**src/rtl/mem_fifo_ctrl.sv**
```systemverilog
// Single-clock FIFO with occupancy count, almost-full/empty thresholds,
// sticky overflow/underflow flags and selectable first-word-fall-through read.
module mem_fifo_ctrl #(
  parameter int unsigned DATA_WIDTH    = 8,
  parameter int unsigned ADDR_WIDTH    = 5,
  parameter int unsigned AFULL_THRESH  = 28,
  parameter int unsigned AEMPTY_THRESH = 4,
  parameter int unsigned FWFT          = 0
) (
  input  logic                  clk,
  input  logic                  reset,
  input  logic                  REnable_i,
  input  logic                  WEnable_i,
  input  logic [DATA_WIDTH-1:0] Data_i,
  input  logic                  ClrErr_i,
  output logic [DATA_WIDTH-1:0] Data_o,
  output logic                  Valid_o,
  output logic                  Empty_o,
  output logic                  Full_o,
  output logic                  AlmostEmpty_o,
  output logic                  AlmostFull_o,
  output logic [ADDR_WIDTH:0]   Count_o,
  output logic                  Overflow_o,
  output logic                  Underflow_o
);

  localparam int unsigned DEPTH = 2 ** ADDR_WIDTH;
  localparam int unsigned CNT_W = ADDR_WIDTH + 1;

  logic [DATA_WIDTH-1:0] mem_q [DEPTH];

  logic [ADDR_WIDTH-1:0] wr_ptr_q, wr_ptr_d;
  logic [ADDR_WIDTH-1:0] rd_ptr_q, rd_ptr_d;
  logic [CNT_W-1:0]      count_q, count_d;
  logic                  empty_q, empty_d;
  logic                  full_q, full_d;
  logic                  aempty_q, aempty_d;
  logic                  afull_q, afull_d;
  logic                  ovf_q, ovf_d;
  logic                  udf_q, udf_d;
  logic                  rd_acc_c, wr_acc_c;

  // Acceptance, pointer/count update and flags derived from the next count
  always_comb begin
    rd_acc_c = REnable_i & ~empty_q;
    wr_acc_c = WEnable_i & (~full_q | rd_acc_c);

    wr_ptr_d = wr_ptr_q;
    rd_ptr_d = rd_ptr_q;
    count_d  = count_q;

    if (wr_acc_c) wr_ptr_d = wr_ptr_q + ADDR_WIDTH'(1);
    if (rd_acc_c) rd_ptr_d = rd_ptr_q + ADDR_WIDTH'(1);

    case ({wr_acc_c, rd_acc_c})
      2'b10:   count_d = count_q + CNT_W'(1);
      2'b01:   count_d = count_q - CNT_W'(1);
      default: count_d = count_q;
    endcase

    empty_d  = (count_d == CNT_W'(0));
    full_d   = (count_d == CNT_W'(DEPTH));
    aempty_d = (count_d <= CNT_W'(AEMPTY_THRESH));
    afull_d  = (count_d >= CNT_W'(AFULL_THRESH));

    // A new error on the same edge as a clear keeps the flag set
    ovf_d = (WEnable_i & ~wr_acc_c) | (ovf_q & ~ClrErr_i);
    udf_d = (REnable_i & ~rd_acc_c) | (udf_q & ~ClrErr_i);
  end

  always_ff @(posedge clk or negedge reset) begin
    if (!reset) begin
      wr_ptr_q <= '0;
      rd_ptr_q <= '0;
      count_q  <= '0;
      empty_q  <= 1'b1;
      full_q   <= 1'b0;
      aempty_q <= 1'b1;
      afull_q  <= 1'b0;
      ovf_q    <= 1'b0;
      udf_q    <= 1'b0;
    end else begin
      wr_ptr_q <= wr_ptr_d;
      rd_ptr_q <= rd_ptr_d;
      count_q  <= count_d;
      empty_q  <= empty_d;
      full_q   <= full_d;
      aempty_q <= aempty_d;
      afull_q  <= afull_d;
      ovf_q    <= ovf_d;
      udf_q    <= udf_d;
    end
  end

  // Storage is not reset; the pointers and count keep stale words hidden
  always_ff @(posedge clk) begin
    if (wr_acc_c) mem_q[wr_ptr_q] <= Data_i;
  end

  generate
    if (FWFT != 0) begin : g_fwft
      assign Data_o  = empty_q ? '0 : mem_q[rd_ptr_q];
      assign Valid_o = ~empty_q;
    end else begin : g_regrd
      logic [DATA_WIDTH-1:0] data_q;
      logic                  valid_q;

      always_ff @(posedge clk or negedge reset) begin
        if (!reset) begin
          data_q  <= '0;
          valid_q <= 1'b0;
        end else begin
          valid_q <= rd_acc_c;
          if (rd_acc_c) data_q <= mem_q[rd_ptr_q];
        end
      end

      assign Data_o  = data_q;
      assign Valid_o = valid_q;
    end
  endgenerate

  assign Empty_o       = empty_q;
  assign Full_o        = full_q;
  assign AlmostEmpty_o = aempty_q;
  assign AlmostFull_o  = afull_q;
  assign Count_o       = count_q;
  assign Overflow_o    = ovf_q;
  assign Underflow_o   = udf_q;

endmodule

```
**config.mk**
```make
export PLATFORM = sky130hd
export DESIGN_NAME = mem_fifo_ctrl
export DESIGN_NICKNAME = d
export VERILOG_FILES = /design/src/rtl/mem_fifo_ctrl.sv
export SDC_FILE = /design/constraint.sdc
export NUM_CORES = 1
export LEC_CHECK = 0
export ABC_AREA = 1
export BUFFER_PORTS_ARGS = -buffer_cell sky130_fd_sc_hd__buf_2
export CORE_MARGIN = 5
export CORE_UTILIZATION = 40
export DETAILED_ROUTE_END_ITERATION = 7
export HOLD_SLACK_MARGIN = 0.02
export SETUP_SLACK_MARGIN = 0.4
export SYNTH_ARGS = -nofsm -noshare
export SYNTH_HDL_FRONTEND = slang
export SYNTH_SLANG_ARGS = --single-unit
```
**constraint.sdc**
```tcl
create_clock -name clk -period 4.6 [get_ports clk]
set_input_delay 0.46 -clock clk [delete_from_list [all_inputs] [get_ports clk]]
set_output_delay 0.46 -clock clk [all_outputs]
set_load 0.01 [all_outputs]
```
==> results of run 1 <==
==> state kept, by name (all words and copies together) (netlist names) <==
name           cells
AlmostFull_o       1
Count_o            6
Data_o             8
Empty_o            1
Overflow_o         1
Underflow_o        1
rd_ptr_q           5
wr_ptr_q           5
Full_o             1
AlmostEmpty_o      1
Valid_o            1
mem_q            256
==> report_power, final <==
group | leakage [nW] | internal [W] | switching [W]
logic | 1.65 | 0.000764 | 0.00176
registers | 2.67 | 0.00311 | 0.000325
clock network | 0.438 | 0.00132 | 0.000929
==> worst paths after layout <==
check / startpoint / end / slack, ns / depth (start not counted)
setup / recovery: Empty_o / Empty_o / 1.47 / 14
max in group asynchronous: reset / rd_ptr_q[0] / 3.49 / 2
min in group asynchronous: reset / AlmostFull_o / 0.53 / 2
hold reg to reg: Empty_o / Underflow_o / 0.53 / 2
hold / removal: ClrErr_i / Underflow_o / 0.12 / 2
setup reg to reg: Empty_o / Empty_o / 1.47 / 14
==> worst max-delay path: stages (launching register included) <==
cell	delay, ns
sky130_fd_sc_hd__dfstp_2	0.54
sky130_fd_sc_hd__inv_1	0.04
sky130_fd_sc_hd__nand2_1	0.43
sky130_fd_sc_hd__inv_1	0.40
sky130_fd_sc_hd__ha_1	0.38
sky130_fd_sc_hd__nand2_1	0.08
sky130_fd_sc_hd__inv_1	0.05
sky130_fd_sc_hd__nor2_1	0.14
sky130_fd_sc_hd__ha_1	0.26
sky130_fd_sc_hd__nand2_1	0.07
sky130_fd_sc_hd__nand2_1	0.06
sky130_fd_sc_hd__or2_2	0.30
sky130_fd_sc_hd__nor2_1	0.10
sky130_fd_sc_hd__nand3_1	0.11
sky130_fd_sc_hd__nor2_1	0.11
==> metrics by stage <==
stage               hold WS [ns]  setup slack [ns]  cells  power (W)
global placement           0.513              1.57   1424    0.00600
finish                     0.125              1.47   1477    0.00820
floorplan                  0.164              2.24   1049    0.00521
detailed placement         0.507              1.51   1424    0.00602
CTS                        0.105              1.49   1477    0.00826
global route               0.123              1.19   1477    0.00872
==> kinds of logic after synthesis <==
family,after synthesis,share of synthesized area (%)
and+or+nand+nor,452,15.1
DFF,287,70.7
AOI/OAI and AO/OA,182,8.31
buffers and inverters,110,4.35
xor gates and xnor gates,10,0.731
adders and majority gates,8,0.836
==> metal layers <==
layer	up-vias	global-route usage [%]	wire length, um
met1	3709	25.0	13100
li1	3649	-	-
met2	195	26.1	13100
met5	-	0	0
met3	38	2.14	1440
met4	0	3.87	533
==> cell type report <==
type                       count  area (um^2)  area share, %
clock buffer                  37          756           5.69
clock inverter                15          144           1.08
inverter                      58          219           1.65
multi-input combinational    652         2990           22.5
sequential                   287         8470           63.8
tap                          390          488           3.67
timing repair buffer          38          218           1.64
==> what timing repair did <==
| item | CTS | global route |
|---|---|---|
| gates resized for setup | 0 | 0 |
| endpoints found under the hold margin | 29 | 0 |
| buffers inserted | 0 | 0 |
| hold buffers | 1 | 0 |
==> cells in the final DEF (no fill, tap or decap), drive strengths merged, types with 16 or more instances in the layout <==
master    n
clkbuf   37
o21ai   134
o211ai   32
nor2    235
a21oi    16
inv      55
dfrtp    29
nand2   144
buf      37
nand3    60
edfxtp  256
==> metrics, run 1 <==
run status=completed; Initial DRT Pass Iterations=5; fin nets=approximately 1100; leading cell types by total area after synthesis=sky130_fd_sc_hd__edfxtp_1, sky130_fd_sc_hd__nor2_1, sky130_fd_sc_hd__dfrtp_1; min cycle time layout=3.13 ns; Routed Wire Length=around 28 mm; share of Yosys cell area claimed by the top area cell type=64.2%; Area Overhead vs Synth=10.9%; core utilization of the finished layout=roughly 45%; synthesized flop and latch total=between 200 and 300; Horiz. Die Dim=between 150 and 200 um; ys async rst share=between 10% and 20%; tightest slew margin relative to the limit=approximately two fifths; distinct cell type count of the synthesized netlist=28; syn_area_per_cell=11.4 um^2; average vias per placed instance=5.14; Worst Path Max Fanout=14; number of antenna cells inserted=0; Hold WC Path Type=in2reg; Final Hold Fails=0; final setup TNS=0 ns; clk slew on worst S/H paths=around 0.06 ns; max-cap viol count=0; Die Footprint=around 0.033 mm^2; Max Root-Sink Buffers=3; fillers=between 2000 and 3000; number of buffers inserted by port buffering=33; HPWL after detailed placement=around 17 mm; leftover overflow at the end of global routing=0; Final period util=about two thirds; standard-cell row count=63; Crit path required time=5.07 ns; first-pass GRT wire length=about 44 mm; crit path DAT=roughly 3.6 ns; pin count of the biggest net entering global routing=87; # clock sinks=between 200 and 300; leading cell type by number of instances after synthesis=sky130_fd_sc_hd__edfxtp_1; element type at the critical path start=flip-flop; element type at the critical path end=flip-flop; Seq/Total Area, Yosys=between 70% and 80%; most used standard cells in the synthesized netlist=sky130_fd_sc_hd__edfxtp_1, sky130_fd_sc_hd__nor2_1, sky130_fd_sc_hd__nand2_1; core region area=around 0.030 mm^2; mean routed wirelength per cell=approximately 19 um; synthesized instance count=1049; DIE HEIGHT=183 um; Post-synth EDFFs=~260; peak ir drop on the vdd network=about 270 uV; total number of vias=~7600; f_max=0.319 GHz; number of H-tree levels=1; Final Setup Violations=0; Slew Viols, Final=0; placer's final routability congestion estimate=a little under 0.8; setup repair after global routing missed its margin=no; measured slew at the worst slew-check pin=about 0.88 ns; cell taking the most area after synthesis=sky130_fd_sc_hd__edfxtp_1; total routing resource utilization after global routing=16.6%; number of global-route vias before repair=roughly 7300; number of nets with antenna violations after detailed routing=0; cell area after placement=between 0.01 and 0.015 mm^2; Pwr Density=~620 mW/mm^2; drt initial violations=744; net count of the mapped netlist=1070; critical path start-end classification=reg2reg; post-route cell area=0.0133 mm^2; antenna violations before repair=0; TritonCTS clock tree=built; Starting Density=40.4%; worst clock skew=0.00864 ns; number of synthesis warnings=0; Skew-Pair Late Insertion Delay=roughly 0.53 ns; cell area after technology mapping=around 0.012 mm^2; predominant post-synthesis flop cell=sky130_fd_sc_hd__edfxtp_1; I/O Pins=34; CTS buffer count=28; post-detailed-route DRC marker count=0; library cell used as clock root buffer=sky130_fd_sc_hd__clkbuf_16; share of post-route cells with drive strength above 1=under 10%; cell leakage power=about 4.8 nW
(Power assumes the default switching activity.)
==> run 2, diff against run 1 <==
clock period = 2.65 ns   (was 4.6 ns; I/O delays follow)
==> run 2 against run 1 <==
Effect of this change:
- critical path depth is 7 lower
- fmax up 40%
- non-clock buffer count grew 26
- sequential power increased by 68%
- wire length is 3.0% higher
- count of clock-buffer cells in the layout increased by 11
- power grew 80%
- final cell count rose by 2.0%
- clock skew fell by 0.0021 ns
- clock power is 75% higher
- flip-flop and latch count unchanged
- critical endpoint is now mem_q[22][4]
- largest cell class unchanged
==> metrics, run 2 (synthesis gave the netlist of run 1 again) <==
tightest slew margin relative to the limit=a little over two fifths; power share of the clock group=roughly a quarter; element type at the critical path end=flip-flop; core utilization of the finished layout=around 46%; DIE HEIGHT=around 180 um; measured slew at the worst slew-check pin=approximately 0.85 ns; Horiz. Die Dim=183 um; number of H-tree levels=1; cell area after placement=0.0126 mm^2; f_max=between 0.4 and 0.5 GHz; post-route cell area=~0.014 mm^2; peak ir drop on the vdd network=585 uV; cell leakage power=just under 5 nW; drt initial violations=around 810; leading cell type in the layout, fill and taps excluded=sky130_fd_sc_hd__edfxtp_1; clk slew on worst S/H paths=0.06 ns; Routed Wire Length=just under 30 mm; setup repair after global routing missed its margin=yes; share of post-route cells with drive strength above 1=11.7%; Skew-Pair Late Insertion Delay=between 0.5 and 0.6 ns; Final Setup Violations=0; # clock sinks=287; Starting Density=just over 40%; Reg2Reg Depth=7; HPWL after detailed placement=between 15 and 20 mm; antenna violations before repair=0; Hold WC Path Type=in2reg; switching power=0.00545 W; internal power of the cells=~0.0093 W; Final period util=between 80% and 90%; cell at the slowest stage of the critical path=sky130_fd_sc_hd__nor2_1; final setup TNS=0 ns; critical path start-end classification=reg2reg; pin count of the biggest net entering global routing=between 70 and 80; total power=between 0.01 and 0.015 W; core region area=just under 0.03 mm^2; number of global-route vias before repair=approximately 7600; element type at the critical path start=flip-flop; total routing resource utilization after global routing=between 10% and 20%; CP cell instances=inv_1, nand2_2, nand2_2, nand2_4, clkinv_1, nand2_1, nor2_1; CTS buffer count=30; CP Depth=7; Crit path required time=between 2 and 3 ns; Final Hold Fails=0; library cell used as clock root buffer=sky130_fd_sc_hd__clkbuf_16; leftover overflow at the end of global routing=0; min cycle time layout=2.24 ns; worst clock skew=about 0.0066 ns; Max Root-Sink Buffers=3; Slew Viols, Final=0; number of antenna cells inserted=0; number of buffers inserted by port buffering=33; fin nets=between 1000 and 1500; stage delay of the slowest cell on the critical path=0.68 ns; I/O Pins=34; number of nets with antenna violations after detailed routing=0; standard-cell row count=63; placer's final routability congestion estimate=around 0.9; Initial DRT Pass Iterations=5; TritonCTS clock tree=built; Largest Register=mem_q; number of buffer and inverter stages on the critical path=2; Worst Path Max Fanout=8; first-pass GRT wire length=44.2 mm; highest-count cells in the layout ignoring fill and taps=sky130_fd_sc_hd__edfxtp_1, sky130_fd_sc_hd__nor2_1, sky130_fd_sc_hd__nand2_1, sky130_fd_sc_hd__o21ai_0, sky130_fd_sc_hd__nand3_1; run status=completed; number of cells on the worst hold path=3; Die Footprint=0.0335 mm^2; post-detailed-route DRC marker count=0; mean routed wirelength per cell=about 19 um; switching part of the total=37.0%; Pwr Density=roughly 1100 mW/mm^2; max-cap viol count=0; crit path DAT=~2.4 ns; Top delay family on crit path=simple AND/OR/NAND/NOR gates; average vias per placed instance=5.19; Area Overhead vs Synth=14.0%; combinational fraction of design power=between 30% and 40%; total number of vias=between 7000 and 8000; portion of total power attributed to sequential cells=between 30% and 40%; max FFs per register=256; Crit path top cell by count=sky130_fd_sc_hd__nand2_2
## run 2: power groups by stage
stage | Sequential (W) | Combinational, W | Clock, W
5_1_grt | 0.00581 | 0.00559 | 0.00421
6_report | 0.00575 | 0.00506 | 0.00393
3_3_place_gp | 0.00582 | 0.00483 | 0
2_1_floorplan | 0.00572 | 0.00334 | 0
4_1_cts | 0.00574 | 0.00493 | 0.00400
3_5_place_dp | 0.00584 | 0.00489 | 0
## run 2: final timing paths
kind | to | slack [ns] | from
min reg2reg | Data_o[6] | 0.47 | Data_o[6]
max in group asynchronous | rd_ptr_q[0] | 1.71 | reset
max reg2reg | mem_q[22][4] | 0.41 | Empty_o
min in group asynchronous | AlmostFull_o | 0.34 | reset
max | mem_q[22][4] | 0.41 | Empty_o
min | wr_ptr_q[0] | 0.04 | WEnable_i
## run 2: final cells by class
type | count | area, um^2
Timing Repair Buffer | 64 | 483
Clock inverter | 7 | 61.3
Fill cell | 2754 | 16000
Clock buffer | 48 | 850
Sequential cell | 287 | 8470
Multi-Input combinational cell | 652 | 3080
Tap cell | 390 | 488
Inverter | 58 | 219
## run 2: what timing repair did
action | in CTS | in global routing
hold endpoints to repair | 31 | 0
gates resized for setup | 3 | 22
hold buffers | 4 | 0
pin swaps | 7 | 12
buffers inserted | 3 | 5
endpoints found under the setup margin | 67 | 167
## run 2: per-stage QoR
step	instances	setup WS [ns]	hold WS, ns
after global routing	1506	0.267	0.0400
after global placement	1439	0.351	0.375
final	1506	0.414	0.0421
after floorplan	1049	0.402	-0.0306
after CTS	1501	0.383	0.0511
after detailed placement	1439	0.272	0.378
## run 2: per-layer routing
metal  GRT usage (%)  routed length, um
met1            24.1              12900
met2            27.6              13600
met3            2.68               1900
met4            4.38                635
met5               0                  0
## run 2: worst reg2reg max path, cell delays in order, from the launching register on
cell and delay [ns]:
sky130_fd_sc_hd__dfstp_2 0.37, sky130_fd_sc_hd__inv_1 0.06, sky130_fd_sc_hd__nand2_2 0.08, sky130_fd_sc_hd__nand2_2 0.08, sky130_fd_sc_hd__nand2_4 0.07, sky130_fd_sc_hd__clkinv_1 0.14, sky130_fd_sc_hd__nand2_1 0.38, sky130_fd_sc_hd__nor2_1 0.69
==> run 3, diff against run 2 <==
clock period = 2 ns   (was 2.65 ns; I/O delays follow)
==> run 3 against run 2 <==
Effect of this change:
- the run now ends with setup timing left
- sequential share of layout area shrank 8.5 points
- utilization grew 7.3 points
- via count grew 9.4%
- power grew 59%
- clock power grew 49%
- final cell count grew 6.7%
- flip-flop and latch count is the same
- die area is the same
- largest cell class unchanged
- sequential power grew 31%
- non-clock buffer count grew 95
- wire length grew 14%
==> metrics, run 3 (synthesis gave the netlist of run 1 again) <==
run status=finished, violations left; violations in the final reports=setup timing; total routing resource utilization after global routing=18.9%; max-cap viol count=0; switching part of the total=between 30% and 40%; total number of vias=8557; crit path DAT=around 2.6 ns; average vias per placed instance=roughly 5.3; number of nets with antenna violations after detailed routing=0; critical path start-end classification=reg2reg; met3 wirelength from detailed routing=2.31 mm; WL met2=roughly 17 mm; fillers=around 2500; internal power of the cells=around 0.015 W; standard-cell row count=63; cell leakage power=5.80 nW; placer's final routability congestion estimate=roughly 0.85; min cycle time layout=2.21 ns; element type at the critical path start=flip-flop; number of antenna cells inserted=0; max FFs per register=about 260; final setup TNS=-6.21 ns; cell area after placement=between 0.01 and 0.015 mm^2; peak ir drop on the vdd network=between 700 and 800 uV; tightest slew margin relative to the limit=around half; Final Hold Fails=0; library cell used as clock root buffer=sky130_fd_sc_hd__clkbuf_16; Starting Density=40.4%; Die Footprint=about 0.033 mm^2; CTS buffer count=34; Area Overhead vs Synth=32.0%; hold_ws=0.224 ns; Slew Viols, Final=0; leading cell type in the layout, fill and taps excluded=sky130_fd_sc_hd__edfxtp_1; number of H-tree levels=2; number of global-route vias before repair=8482; DIE HEIGHT=approximately 180 um; clk slew on worst S/H paths=around 0.050 ns; Largest Register=mem_q; dpl ws=-0.178 ns; share of post-route cells with drive strength above 1=between 20% and 30%; drt initial violations=between 800 and 900; worst clock skew=between 0.015 and 0.02 ns; portion of total power attributed to sequential cells=roughly a third; Worst Path Max Fanout=4; power share of the clock group=between 20% and 30%; mean routed wirelength per cell=around 20 um; first-pass GRT wire length=slightly below 50 mm; Pwr Density=roughly 1500 mW/mm^2; Initial DRT Pass Iterations=5; wire length the detailed router placed on met1=approximately 13 mm; setup repair after global routing missed its margin=yes; pin count of the biggest net entering global routing=34; Final Worst Setup Slack=-0.205 ns; switching power=~0.0087 W; HPWL after detailed placement=approximately 17 mm; Final Setup Violations=between 100 and 150; Skew-Pair Late Insertion Delay=0.51 ns; Horiz. Die Dim=183 um; antenna violations before repair=0; TritonCTS clock tree=built; Crit path required time=between 2 and 2.5 ns; I/O Pins=34; Routed Wire Length=roughly 33 mm; Final period util=110%; combinational fraction of design power=a little over two fifths; element type at the critical path end=flip-flop; post-detailed-route DRC marker count=0; highest-count cells in the layout ignoring fill and taps=sky130_fd_sc_hd__edfxtp_1, sky130_fd_sc_hd__nor2_1, sky130_fd_sc_hd__nand2_1, sky130_fd_sc_hd__o21ai_0, sky130_fd_sc_hd__o21ai_1; # clock sinks=about 290; Max Root-Sink Buffers=3; f_max=approximately 0.45 GHz; core region area=just under 0.03 mm^2; core utilization of the finished layout=53.3%; leftover overflow at the end of global routing=0; number of buffers inserted by port buffering=33; post-route cell area=roughly 0.016 mm^2; Hold WC Path Type=in2reg; fin nets=about 1200; top layer reached by signal wires=met4; measured slew at the worst slew-check pin=roughly 0.76 ns
==> run 3: cell count changes in the layout (fill, tap and decap cells not counted), sizes merged <==
cell	delta
inv	-1
buf	+85
nand2	+1
clkinvlp	+1
clkinv	+7
clkbuf	+5
bufbuf	+3
==> run 3: critical path: stages, from the launching register on <==
cell and delay, ns:
sky130_fd_sc_hd__dfstp_2 0.54, sky130_fd_sc_hd__inv_2 0.05, sky130_fd_sc_hd__nand2_4 0.08, sky130_fd_sc_hd__nand2_2 0.07, sky130_fd_sc_hd__nand2_4 0.08, sky130_fd_sc_hd__ha_4 0.14
sky130_fd_sc_hd__nor2_1 0.05, sky130_fd_sc_hd__nor2_2 0.12, sky130_fd_sc_hd__ha_2 0.28, sky130_fd_sc_hd__nand2_1 0.07, sky130_fd_sc_hd__nand2_1 0.06, sky130_fd_sc_hd__or2_4 0.24
sky130_fd_sc_hd__nor2_2 0.14, sky130_fd_sc_hd__nand3_2 0.10, sky130_fd_sc_hd__nor2_2 0.11
==> run 3: layout make-up <==
cell class / instances / area, um^2 / share of cell area (%)
clock buffers: 46 / 970 / 6.13
clock inverters: 14 / 88.8 / 0.562
inverters: 58 / 260 / 1.65
multi-input cells: 653 / 3620 / 22.9
flip-flops and latches: 287 / 8470 / 53.6
well taps: 390 / 488 / 3.09
repair buffers: 159 / 1910 / 12.1
==> run 3: per-stage QoR <==
step / cells / power (W)
final: 1607 / 0.0235
after global routing: 1607 / 0.0246
after CTS: 1590 / 0.0224
after detailed placement: 1476 / 0.0145
after global placement: 1476 / 0.0144
after floorplan: 1049 / 0.0121
==> run 3: final timing paths <==
kind | start | to | slack [ns] | depth (start not counted)
min | REnable_i | Valid_o | 0.22 | 4
max reg2reg | Empty_o | Empty_o | -0.21 | 14
min in group asynchronous | reset | Count_o[5] | 0.24 | 2
min reg2reg | Data_o[1] | Data_o[1] | 0.47 | 2
max in group asynchronous | reset | Data_o[7] | 1.19 | 3
max | Empty_o | Empty_o | -0.21 | 14
==> run 3: metal layers <==
metal	vias up	global-route usage, %
met2	301	31.9
met4	0	6.14
met1	4260	25.3
met5	-	0
li1	3932	-
met3	64	2.98
==> run 3: repair_timing <==
item / 4_1_cts / 5_1_grt
cloned: 11 / 7
hold endpoints to repair: 23 / 0
hold buffers: 4 / 0
resized for setup: 146 / 82
setup buffers: 39 / 10
setup endpoints to repair: 276 / 278
pin swaps: 56 / 59
==> run 3: power by group through the flow <==
stage / registers, W / clock network (W) / logic [W]
6_report: 0.00755 / 0.00586 / 0.0101
5_1_grt: 0.00761 / 0.00620 / 0.0108
4_1_cts: 0.00753 / 0.00594 / 0.00892
3_5_place_dp: 0.00761 / 0 / 0.00687
3_3_place_gp: 0.00760 / 0 / 0.00682
2_1_floorplan: 0.00757 / 0 / 0.00454
